==> src/rtl/seri_verici.sv <==
// Bit-serial transmitter: accepts a parallel word on baslat & hazir and sends it
// MSB-first on cikis_bit, each bit held BIT_CYCLES clocks, followed by a bitti pulse.
module seri_verici #(
  parameter int WIDTH      = 8,
  parameter int BIT_CYCLES = 4
) (
  input  logic             saat,
  input  logic             reset,
  input  logic [WIDTH-1:0] veri,
  input  logic             baslat,
  output logic             hazir,
  output logic             cikis_bit,
  output logic             gecerli,
  output logic             bitti
);

  localparam int BW = $clog2(WIDTH + 1);
  localparam int CW = (BIT_CYCLES > 1) ? $clog2(BIT_CYCLES) : 1;
  localparam logic [BW-1:0] BIT_SON = BW'(WIDTH - 1);
  localparam logic [CW-1:0] CYC_SON = CW'(BIT_CYCLES - 1);

  typedef enum logic [1:0] {
    BOS    = 2'b00,
    GONDER = 2'b01,
    BITIR  = 2'b10
  } durum_t;

  durum_t           durum, durum_sonraki;
  logic [WIDTH-1:0] kaydirma;
  logic [BW-1:0]    bit_sayac;
  logic [CW-1:0]    cyc_sayac;
  logic             kabul;
  logic             bit_sonu;

  assign kabul    = (durum == BOS) && baslat;
  assign bit_sonu = (durum == GONDER) && (cyc_sayac == CYC_SON);

  always_ff @(posedge saat) begin
    if (reset) durum <= BOS;
    else       durum <= durum_sonraki;
  end

  // Outputs decode only the registered state; baslat only steers the next state.
  always_comb begin
    durum_sonraki = BOS;
    hazir         = 1'b0;
    cikis_bit     = 1'b1;
    gecerli       = 1'b0;
    bitti         = 1'b0;
    case (durum)
      BOS: begin
        hazir         = 1'b1;
        durum_sonraki = baslat ? GONDER : BOS;
      end
      GONDER: begin
        cikis_bit     = kaydirma[WIDTH-1];
        gecerli       = (cyc_sayac == '0);
        durum_sonraki = (bit_sonu && (bit_sayac == BIT_SON)) ? BITIR : GONDER;
      end
      BITIR: begin
        bitti         = 1'b1;
        durum_sonraki = BOS;
      end
      default: durum_sonraki = BOS;
    endcase
  end

  always_ff @(posedge saat) begin
    if (reset) begin
      kaydirma  <= '0;
      bit_sayac <= '0;
      cyc_sayac <= '0;
    end else if (kabul) begin
      kaydirma  <= veri;
      bit_sayac <= '0;
      cyc_sayac <= '0;
    end else if (durum == GONDER) begin
      if (bit_sonu) begin
        cyc_sayac <= '0;
        kaydirma  <= kaydirma << 1;
        bit_sayac <= bit_sayac + 1'b1;
      end else begin
        cyc_sayac <= cyc_sayac + 1'b1;
      end
    end
  end

endmodule

==> config.mk <==
export PLATFORM = sky130hd
export DESIGN_NAME = seri_verici
export DESIGN_NICKNAME = d
export VERILOG_FILES = /design/src/rtl/seri_verici.sv
export SDC_FILE = /design/constraint.sdc
export NUM_CORES = 1
export LEC_CHECK = 0
export ABC_AREA = 0
export ABC_CLOCK_PERIOD_IN_PS = 2000
export BUFFER_PORTS_ARGS = -buffer_cell sky130_fd_sc_hd__buf_4
export CAP_MARGIN = 0
export CORE_UTILIZATION = 35
export CTS_CLUSTER_DIAMETER = 120
export DETAILED_ROUTE_END_ITERATION = 8
export PLACE_DENSITY = 0.59
export SLEW_MARGIN = 20
export SYNTH_ARGS = -nofsm -noshare
export SYNTH_HDL_FRONTEND = slang
export SYNTH_SLANG_ARGS = --single-unit
==> constraint.sdc <==
create_clock -name saat -period 2 [get_ports saat]
set_input_delay 0.2 -clock saat [delete_from_list [all_inputs] [get_ports saat]]
set_output_delay 0.2 -clock saat [all_outputs]
set_load 0.05 [all_outputs]
# [Word level (Yosys, flattened, before mapping)]
# Index checks and enable logic that the tools add are counted.
[word_totals] latchBits=0 ff_bits=16 mem_bits_rw=0 out_inout_bits=4 in_bits=11 word_cells=31 n_memories=0 rom_bits=0
[classes] n_reduce_logical=10 order_cmp=0 mux=11 add_sub_neg=2 n_eq_ne=4 bitwise_logic=0 shifts=0 multipliers=0 div=0
[ops] op="$mux 8" count=3
[ops] op="$mux 1" count=5
[ops] op="$add 4x1->4 const B" count=1
[ops] op="$eq 2x2->1 const B" count=2
[ops] op="$eq 4x3->1 const B" count=1
[ops] op="$logic_not 2->1" count=2
[ops] op="$mux 2" count=2
[ops] op="$pmux 2 s2" count=1
[ops] op="$reduce_and 2->1" count=2
[ops] op="$reduce_bool 2->1" count=2
[ops] op="$logic_and 1x1->1" count=3
[ops] op="$add 2x1->2 const B" count=1
[ops] op="$eq 2x1->1 const B" count=1
[ops] op="$reduce_or 2->1" count=1

# [Depth between registers and ports, before layout]
[logic_depth] ltp_word=5 ltp_mapped=5 mapped_depth_nobuf=4

# [Worst setup path before layout]
# No wires, ideal clock.
[synth_path] path_kind="flip-flop to output port" from="register durum[0]" to="output port gecerli" path_slack_ns=0.605 t_required_ns=1.800 arrival_ns=1.195 path_stages_with_launch=4 n_path_buf=1 cell_sequence="dfxtp_1 -> buf_6 -> nor2b_1 -> and2_1"
[synth_between] elab_chain_len=2
[synth_lines] item="start: declaration" line_no="28" rtl="durum_t durum, durum_sonraki;"
[synth_lines] item="start signal: assignment" line_no="40" rtl="else durum <= durum_sonraki;"
[synth_lines] item="$eq 2x1->1" line_no="50" rtl="case (durum)"
[synth_lines] item="$mux 1" line_no="50"
[synth_lines] item="end: declaration" line_no="13" rtl="output logic gecerli,"
# Every way passes these cells.

# [Worst setup path in the final report]
# Ends and elaborated chain as after synthesis.

==> results <==
- The flow ran to the end, and the final reports show no timing, DRC or antenna violations.
- The detail route stage leaves a number of antenna-violating nets equal to 0.
- The tree is rooted in a clkbuf_4.
- The count of yosys warnings during synthesis is 0.
- The initialized floorplan defines 16 standard-cell rows.
- In this run the worst hold path is classified as in2reg.
- Measured in cells, the most critical reg-to-reg path has a length of 4.
- The path with the worst hold slack has its endpoint at kaydirma[3].
- Dividing the detail-routed via count by the number of cells gives roughly 5.
- Total power for the finished layout comes to 641.5 µW.
- The power density of the placed cells is 708.2 nW/µm².
- The post-route fraction of the period consumed by the critical path is 88.85%.
- The beginning of the critical path is durum[0].
- Entering global routing, the biggest net connects 12 pins.
- The final layout contains between 100 and 150 nets.
- The switching share of power is between 20 and 25%.
- Dividing the detail-routed wire length by the instance count gives 11.23 µm.
- The worst setup slack after placement is 0.5257 ns.
- The start point of the worst min-delay path is reset.
- Across the VDD grid, the largest voltage drop is 0.0003122 V.
- The transition time of the tightest slew-check pin is 0.3821 ns.
- The final critical-path setup slack is about 0.22 ns.
- The average instance area after synthesis is 9.250 µm².
- The setup slack on the worst flop-to-flop path is 0.53 ns.
- The number of optimization iterations in the first detailed-route pass is 4.
- After routing the design area is 905.9 µm².
- The tool flagged a number of max-cap violations equal to 0.
- Counting instances, the worst hold path has a depth of 2.
- The endpoint of the worst register-to-register path is kaydirma[1].
- Clock-pin slew was measured on the worst setup and hold paths at 0.09 ns.
- The library cell used most frequently in the layout, excluding fill and tap cells, is dfxtp_1.
- The antenna diode count is 0.
- The category of the worst setup path launch point is a register.
- The achievable frequency is between 0.5 and 0.6 GHz.
- Relative to the synthesized area, the layout overhead comes to 16.59%.
- The final layout contains routed wiring with a total length of 1392 µm.
- The setup path with the least slack is of type reg2out.
- The share of the yosys chip area belonging to registers is roughly two fifths.
- The placed instances occupy a cell area of 869.6 µm².
- The initial antenna violation count is 0.
- The worst path arrival time is 1.58 ns.
- The number of placed instances, taps included, is 120.
- In the layout the commonest cells are dfxtp_1, buf_4, a21oi_1, nor2_1, nand3_1.
- The endpoint kind of the worst setup timing path is an output pin.
- The setup violation total in the final timing report is 0.
- The worst reg2reg path startpoint is cyc_sayac[0].
- The number of slew-limit violations in the final report was 0.
- The share of power burned in combinational logic is 13.9%.
- In this run, the number of DRC markers left after iteration 0 of detailed routing was 21.
- The clock sink count is 16.
- In this run the number of H-tree levels came out at 1.
- The area of the core is 2022 µm².
- The accumulated negative setup slack is 0 ns.
- The clock network burns 32.8% of the power.
- The gate count after technology mapping is 84.
- The die width is around 50 µm.
- The global router's overall resource usage is approximately an eighth.
- The global placer's final weighted congestion is 0.7422.
- The normalized max-slew margin is 74.50%.
- The number of gates resized after CTS was 0.
- TritonCTS built the clock tree.
- For the final database, setup skew stands at 0.0005368 ns.
- The wire length of the first global-routing pass is roughly 2400 µm.
- The summed instance area of the synthesized netlist is roughly 780 µm².
- The hold violation total from the final report is 0.
- The synthesized design contains 16 register bits.
- The sequential share of power is 53.3%.
- The static leakage is 0.3643 nW.
- The height of the die is 49.12 µm.
- The minimum clock period is 1.777 ns.
- For this run the aggregate overflow at the end of global routing stands at 0.
- In this run, post-CTS hold repair placed 0 buffers.
- The detailed-route via count is 623.
- Setup repair after global routing left no endpoint under its margin.
- After synthesis, the cell types taking the most area are dfxtp_1, a21oi_1, buf_6.
- At the later pin of the worst-skew pair, clock insertion delay measures ~0.28 ns.
- The total nets after synthesis is between 90 and 100.
- Buffers added to address setup during post-CTS repair amount to 0.
- The largest area contributor in the netlist is dfxtp_1.
- The number of port buffers is 14.
- The share of synthesized area in the top cell type comes to 41.22%.
- The die covers 2412 µm².
- The count of boundary I/O pins is 15.
- Counting along the longest clock path gives a buffer depth of 2.
- Cells with a size suffix above 1 make up 21.65% of the layout.
- The final routed DRC violation total is 0.
- Cell internal power was estimated by the tool at 482.8 µW.
- The critical path data required time is around 1.8 ns.
- Synthesis instantiated 28 different standard cells from the library.
- In this run, CTS created clock tree buffers numbering 3.
- Once layout is complete, the cells apart from fillers number 124.
- The post-detailed-placement half-perimeter wirelength is 1019 µm.
- The initial standard-cell utilization of the core is 38.43%.
- Counting the fill cells in the layout gives approximately 200.
- The net switching power of the design is 158.7 µW.
- The highest net fanout along the worst path is 10.
- The via count of the first global-routing pass was 589.
==> Yosys cell counts <==
library cell  instances
buf_2                 1
and3b_1               2
nor3b_4               1
nand4b_1              1
nand3b_1              1
inv_1                 2
a211oi_1              2
clkbuf_1              1
xor2_1                1
nor2b_1               2
a21oi_1              10
and2_1                1
o21ai_0               1
mux2i_1               2
nand2_1               5
ha_1                  3
nand2b_1              1
or3_1                 1
nand3_1               7
and4b_1               1
xnor2_1               1
a22oi_1               5
nand2b_4              1
or3b_1                1
nor2_1                9
buf_6                 4
dfxtp_1              16
a2111oi_0             1
==> through the flow <==
step	hold slack, ns	utilization [%]
2_1_floorplan	0.3360	-
3_3_place_gp	0.4510	43.01
3_5_place_dp	0.4585	43.01
4_1_cts	0.1480	44.80
5_1_grt	0.1491	44.80
6_report	0.1538	44.80
==> area by class of cell <==
type | count | area, µm² | area share (%)
clock buffers | 4 | 36.28 | 4.006
inverters | 2 | 7.507 | 0.8287
multi-input cells | 60 | 395.4 | 43.65
flip-flops and latches | 16 | 320.3 | 35.36
well taps | 27 | 33.78 | 3.729
repair buffers | 15 | 112.6 | 12.43
==> worst max-delay path by stage <==
stage / to / slack (ns) / cells past startpoint
global placement: gecerli / 0.51 / 3
global route: gecerli / 0.1 / 3
CTS: gecerli / 0.21 / 3
detailed placement: gecerli / 0.53 / 3
finish: gecerli / 0.22 / 3
floorplan: gecerli / 0.61 / 3
==> routing by layer <==
layer | share of wire, % | vias up | GRT usage (%)
li1 | - | 321 | -
met1 | 50 | 291 | 16.25
met2 | 46 | 9 | 21.23
met3 | 3.1 | 2 | 2.804
met4 | 0.86 | 0 | 7.353
met5 | 0 | - | 0
==> worst max-delay path, cell delays in order, from the launching register on <==
cell and delay [ns]:
dfxtp_1 0.53, nor2b_1 0.39, and2_1 0.18, buf_4 0.19
==> cells by family after synthesis <==
kind of cell	count (synthesis)	share of synthesized area, %
AND/OR/NAND/NOR	34	26.25
multiplexers	2	2.577
adder cells (fa/ha/maj)	3	4.831
AO/OA/AOI/OAI	19	14.98
buffers and inverters	8	7.889
flip-flops	16	41.22
XOR/XNOR	2	2.255
==> registers in the layout, indices dropped and copies added, names as in the netlist <==
register,flops
durum,2
kaydirma,8
bit_sayac,4
cyc_sayac,2
==> power by group through the flow <==
stage               clock network (mW)  registers (mW)  logic (mW)
floorplan                            0           0.345      0.0678
global placement                     0           0.349      0.0882
detailed placement                   0           0.349      0.0895
CTS                              0.217           0.342      0.0898
global route                     0.230           0.344      0.0976
finish                           0.211           0.342      0.0889
(Power assumes the default switching activity.)
